### config.mk
export PLATFORM = sky130hd
export DESIGN_NAME = nor_idle_detect
export DESIGN_NICKNAME = d
export VERILOG_FILES = /design/src/rtl/nor_idle_pkg.sv /design/src/rtl/nor_idle_chan.sv /design/src/rtl/nor_idle_detect.sv
export SDC_FILE = /design/constraint.sdc
export NUM_CORES = 1
export LEC_CHECK = 0
export CORE_MARGIN = 5
export CORE_UTILIZATION = 49
export CTS_CLUSTER_DIAMETER = 120
export CTS_CLUSTER_SIZE = 10
export DETAILED_ROUTE_END_ITERATION = 10
export GPL_TIMING_DRIVEN = 1
export PLACE_DENSITY = 0.88
export SYNTH_ARGS = -nofsm -noshare
export SYNTH_HDL_FRONTEND = slang
export SYNTH_SLANG_ARGS = --single-unit
export TNS_END_PERCENT = 30
### constraint.sdc
create_clock -name CLK -period 2.07 [get_ports CLK]
set_clock_uncertainty 0.15 [all_clocks]
set_input_delay 0.5175 -clock CLK [delete_from_list [all_inputs] [get_ports CLK]]
set_output_delay 0.5175 -clock CLK [all_outputs]
set_load 0.01 [all_outputs]
### src/rtl/nor_idle_pkg.sv
// Shared defaults and helpers for the registered NOR idle detector.
// Latency: n/a (package only).
// Backpressure: n/a (package only).
package nor_idle_pkg;

   localparam int DEF_CHANNELS = 4;
   localparam int DEF_WIDTH    = 4;
   localparam int DEF_THRESH   = 8;

   // Run-length counters restart from this value after reset, a non-zero sample or EN low.
   localparam int CNT_RST_VAL  = 0;

   // Counter width that can hold every value 0..thresh inclusive.
   function automatic int calc_cw(input int thresh);
      return $clog2(thresh + 1);
   endfunction

endpackage

### src/rtl/nor_idle_chan.sv
// One channel: registered NOR of a slice plus a saturating all-zero run counter driving IDLE.
// Latency: ZN 1 cycle; IDLE rises on the THRESH-th consecutive qualified all-zero sample, falls on the first miss.
// Backpressure: none, a new sample is taken every cycle. NOR_IDLE_STICKY_EN adds clr/sticky.
module nor_idle_chan
   import nor_idle_pkg::*;
#(
   parameter int WIDTH  = DEF_WIDTH,
   parameter int THRESH = DEF_THRESH
) (
   input  logic             clk,
   input  logic             rst_n,
   input  logic [WIDTH-1:0] a,
   input  logic             en,
`ifdef NOR_IDLE_STICKY_EN
   input  logic             clr,
   output logic             sticky,
`endif
   output logic             zn,
   output logic             idle
);

   localparam int              CW       = calc_cw(THRESH);
   localparam logic [CW-1:0]   THRESH_V = CW'(THRESH);
   localparam logic [CW-1:0]   CNT_RST  = CW'(CNT_RST_VAL);

   logic          z;
   logic [CW-1:0] cnt;
   logic [CW-1:0] cnt_next;
   logic          idle_next;

   // NOR of the slice and the saturating run-length update; IDLE is decoded from the next count.
   always_comb begin
      z         = ~|a;
      cnt_next  = CNT_RST;
      if (en && z) begin
         cnt_next = (cnt == THRESH_V) ? THRESH_V : cnt + CW'(1);
      end
      idle_next = (cnt_next == THRESH_V);
   end

   // ZN, counter and IDLE registers; ZN follows the slice regardless of EN.
   always_ff @(posedge clk or negedge rst_n) begin
      if (!rst_n) begin
         zn   <= 1'b0;
         cnt  <= CNT_RST;
         idle <= 1'b0;
      end else begin
         zn   <= z;
         cnt  <= cnt_next;
         idle <= idle_next;
      end
   end

`ifdef NOR_IDLE_STICKY_EN
   // Sticky idle-seen flag: sets on an IDLE rising edge, which beats a simultaneous clear.
   always_ff @(posedge clk or negedge rst_n) begin
      if (!rst_n) begin
         sticky <= 1'b0;
      end else if (idle_next && !idle) begin
         sticky <= 1'b1;
      end else if (clr) begin
         sticky <= 1'b0;
      end
   end
`endif

endmodule

### src/rtl/nor_idle_detect.sv
// Multi-channel registered NOR / bus-quiet detector with per-channel idle qualification (option: NOR_IDLE_STICKY_EN).
// Latency: ZN 1 cycle from A; IDLE after THRESH qualified zero samples; ALL_IDLE/ANY_IDLE add none.
// Backpressure: none, every channel samples its slice on every clock.
module nor_idle_detect
   import nor_idle_pkg::*;
#(
   parameter int CHANNELS = DEF_CHANNELS,
   parameter int WIDTH    = DEF_WIDTH,
   parameter int THRESH   = DEF_THRESH
) (
   input  logic                      CLK,
   input  logic                      RN,
   input  logic [CHANNELS*WIDTH-1:0] A,
   input  logic                      EN,
`ifdef NOR_IDLE_STICKY_EN
   input  logic                      CLR,
   output logic [CHANNELS-1:0]       STICKY,
`endif
   output logic [CHANNELS-1:0]       ZN,
   output logic [CHANNELS-1:0]       IDLE,
   output logic                      ALL_IDLE,
   output logic                      ANY_IDLE
);

   // Channels are fully independent; one instance per slice.
   for (genvar c = 0; c < CHANNELS; c++) begin : g_chan
      nor_idle_chan #(
         .WIDTH  (WIDTH),
         .THRESH (THRESH)
      ) u_chan (
         .clk    (CLK),
         .rst_n  (RN),
         .a      (A[c*WIDTH +: WIDTH]),
         .en     (EN),
`ifdef NOR_IDLE_STICKY_EN
         .clr    (CLR),
         .sticky (STICKY[c]),
`endif
         .zn     (ZN[c]),
         .idle   (IDLE[c])
      );
   end

   // Cross-channel summaries straight off the IDLE registers.
   always_comb begin
      ALL_IDLE = &IDLE;
      ANY_IDLE = |IDLE;
   end

endmodule

==> impl_metrics.tcl <==
set metrics [dict create \
    setup_viol 0 \
    dpl_cell_area_um2 1540 \
    synth_area_per_cell_um2 11.2 \
    syn_to_final_growth_pct 27.7 \
    io_pins 29 \
    dieArea_um2 3660 \
    period_needed_ps 2040 \
    synthTopCellsByCount "dfrtp_1 (24), nor2_1 (9), buf_4 (8), ha_1 (8), inv_1 (8)" \
    wirelength_um 2530 \
    drv_cap 0 \
    finalCritPeriodShare 0.984 \
    drive_gt1_frac 0.161 \
    grt_pass1_vias 1042 \
    clkTransAtPathRegs_ps 130 \
    syn_inst 111 \
    max_stage_delay_ps 510 \
    rows 18 \
    detail-route-antenna-nets 0 \
    antenna_found_initial 0 \
    fmax_ghz 0.491 \
    peakVddDrop_v 0.000334 \
    maxSlewHeadroom 0.766 \
    ys_seq_area_frac 0.481 \
    tightest_slew_ps 350 \
    portBuffers 28 \
    clkLatencyLatePin_ps 320 \
    grt_overflow 0 \
    start_util 0.509 \
    route.detailed.drc 0 \
    cts_max_level 1 \
    final_nets 171 \
    critPathSlowestCell "or4_1" \
    root_buffer "clkbuf_4" \
    avgViaCountPerCell 5.43 \
    rsz0062_at_grt "yes" \
    startpoint_type "register" \
    wl_per_cell_um 14.6 \
    drt-pass1-iter-count 4 \
    yosysTopAreaCell "dfrtp_1" \
    crit_chain "or4_1 > buf_2" \
    rr_worst_depth 4 \
    hpwl_um 2070 \
    ys_async_sr_fraction 1.00 \
    clockBufferDepth 2 \
    synth_top_area_frac 0.481 \
    grt_usage 0.158 \
    p_per_area_nw_per_um2 501 \
    fin_area_um2 1590 \
    crit_arrival_ps 1370 \
    path_max_fanout 2 \
    status "finished clean" \
    p_leak_nw 0.695 \
    die_h_um 60.5 \
    ys_ff_latch 24 \
    diodes 0 \
    grt_start_max_net_pins 25 \
    place_congestion 0.735 \
    cp-end-kind "output port" \
    synth_area_leaders "dfrtp_1 (48%), ha_1 (8.0%), nor4_4 (6.8%), buf_4 (4.8%), xor2_1 (2.8%)" \
    ys.flop_type "dfrtp_1" \
    crit_type "reg2out" \
    synth_nets 138 \
    yosysMostFrequentCell "dfrtp_1" \
    cts_tree "built" \
    cts_made_buffers 3 \
    synth_cell_type_count 27 \
    vias 940 \
    total_power_mw 0.799 \
    holdWs_ps 380 \
    synth_area_um2 1250 \
    drtIter0Drc 37 \
    crit_required_ps 1400 \
    synth_edf_count 0 \
    cts_sinks 24 \
    core_region_area_um2 2450 \
    ys_warn_count 0 \
    grt_pass1_wl_um 4310 \
    hold_class "in2async" \
    die-width_um 60.5 \
    drv_slew 0 \
    hold_violations 0 \
]
## routing by layer
layer / wire length [um] / vias up / track usage
li1: - / 442 / -
met1: 868 / 464 / 0.153
met2: 1470 / 28 / 0.318
met3: 151 / 6 / 0.0277
met4: 43 / 0 / 0.0743
met5: 0 / - / 0
## final cells by class
cell class                 instances  area [um^2]
timing repair buffer              36          332
tap                               30         37.5
sequential                        24          601
inverter                           8         30.0
multi-input combinational         71          558
fill                             197          861
clock buffer                       4         36.3
## path summary, 6_finish.rpt
path	from	endpoint	slack [ps]
min in group CLK	g_chan[2].u_chan.cnt[0]$_DFF_PN0_	g_chan[2].u_chan.cnt[0]$_DFF_PN0_	390
worst min-delay path	RN	g_chan[3].u_chan.cnt[1]$_DFF_PN0_	380
worst max-delay path	g_chan[2].u_chan.idle$_DFF_PN0_	ANY_IDLE	30
max in group asynchronous	RN	g_chan[1].u_chan.cnt[1]$_DFF_PN0_	1160
worst min register to register	g_chan[2].u_chan.cnt[0]$_DFF_PN0_	g_chan[2].u_chan.cnt[0]$_DFF_PN0_	390
worst max register to register	g_chan[3].u_chan.cnt[0]$_DFF_PN0_	g_chan[3].u_chan.idle$_DFF_PN0_	480
## critical path: cells and delay by family, from the launching register on
kind	cells	cell delay [ps]
and+or+nand+nor	1	510
DFF	1	400
buffers and inverters	1	150
## state kept, by name (all words and copies together) (netlist names)
| name | cells |
|---|---|
| g_chan.u_chan.zn | 4 |
| g_chan.u_chan.idle | 4 |
| g_chan.u_chan.cnt | 16 |
## metrics by stage
stage               worst slack, ps  cells  setup TNS, ps   util
global placement               54.0    165              0  0.626
detailed placement             8.93    165              0  0.626
floorplan                       473    111              0      -
global route                 -0.765    173         -0.765  0.649
CTS                            19.6    171              0  0.643
finish                         33.5    173              0  0.649
## where the power goes
group	leakage [nW]	total [mW]	internal [mW]	switching (mW)
combinational	0.341	0.0764	0.0432	0.0332
sequential	0.334	0.475	0.472	0.00256
clock	0.0210	0.248	0.108	0.140
## kinds of logic after synthesis
kind of cell	synth area share
AO/OA/AOI/OAI	0.0611
XOR/XNOR	0.0351
adder cells (fa/ha/maj)	0.0802
flip-flops	0.481
multiplexers	0.0240
buffers and inverters	0.0721
AND/OR/NAND/NOR	0.246
## timing repair
| action | in CTS | in global routing |
|---|---|---|
| endpoints found under the setup margin | 2 | 1 |
| hold buffers | 0 | 0 |
| gates cloned | 0 | 0 |
| resized for setup | 6 | 0 |
| buffers inserted | 2 | 2 |
| pin swaps | 0 | 1 |
## layout by cell type, fill, tap and decap left out, drive strengths merged, types with 3 or more instances in the layout
master / instances
nor2: 9
ha: 8
nand3: 6
nor4: 6
and3: 4
dfrtp: 24
clkbuf: 4
nor3: 4
inv: 8
a21o: 3
a21oi: 5
nand2: 6
xor2: 4
buf: 10
nand2b: 4
mux2i: 3
clkdlybuf4s50: 25
(Power assumes the default switching activity.)
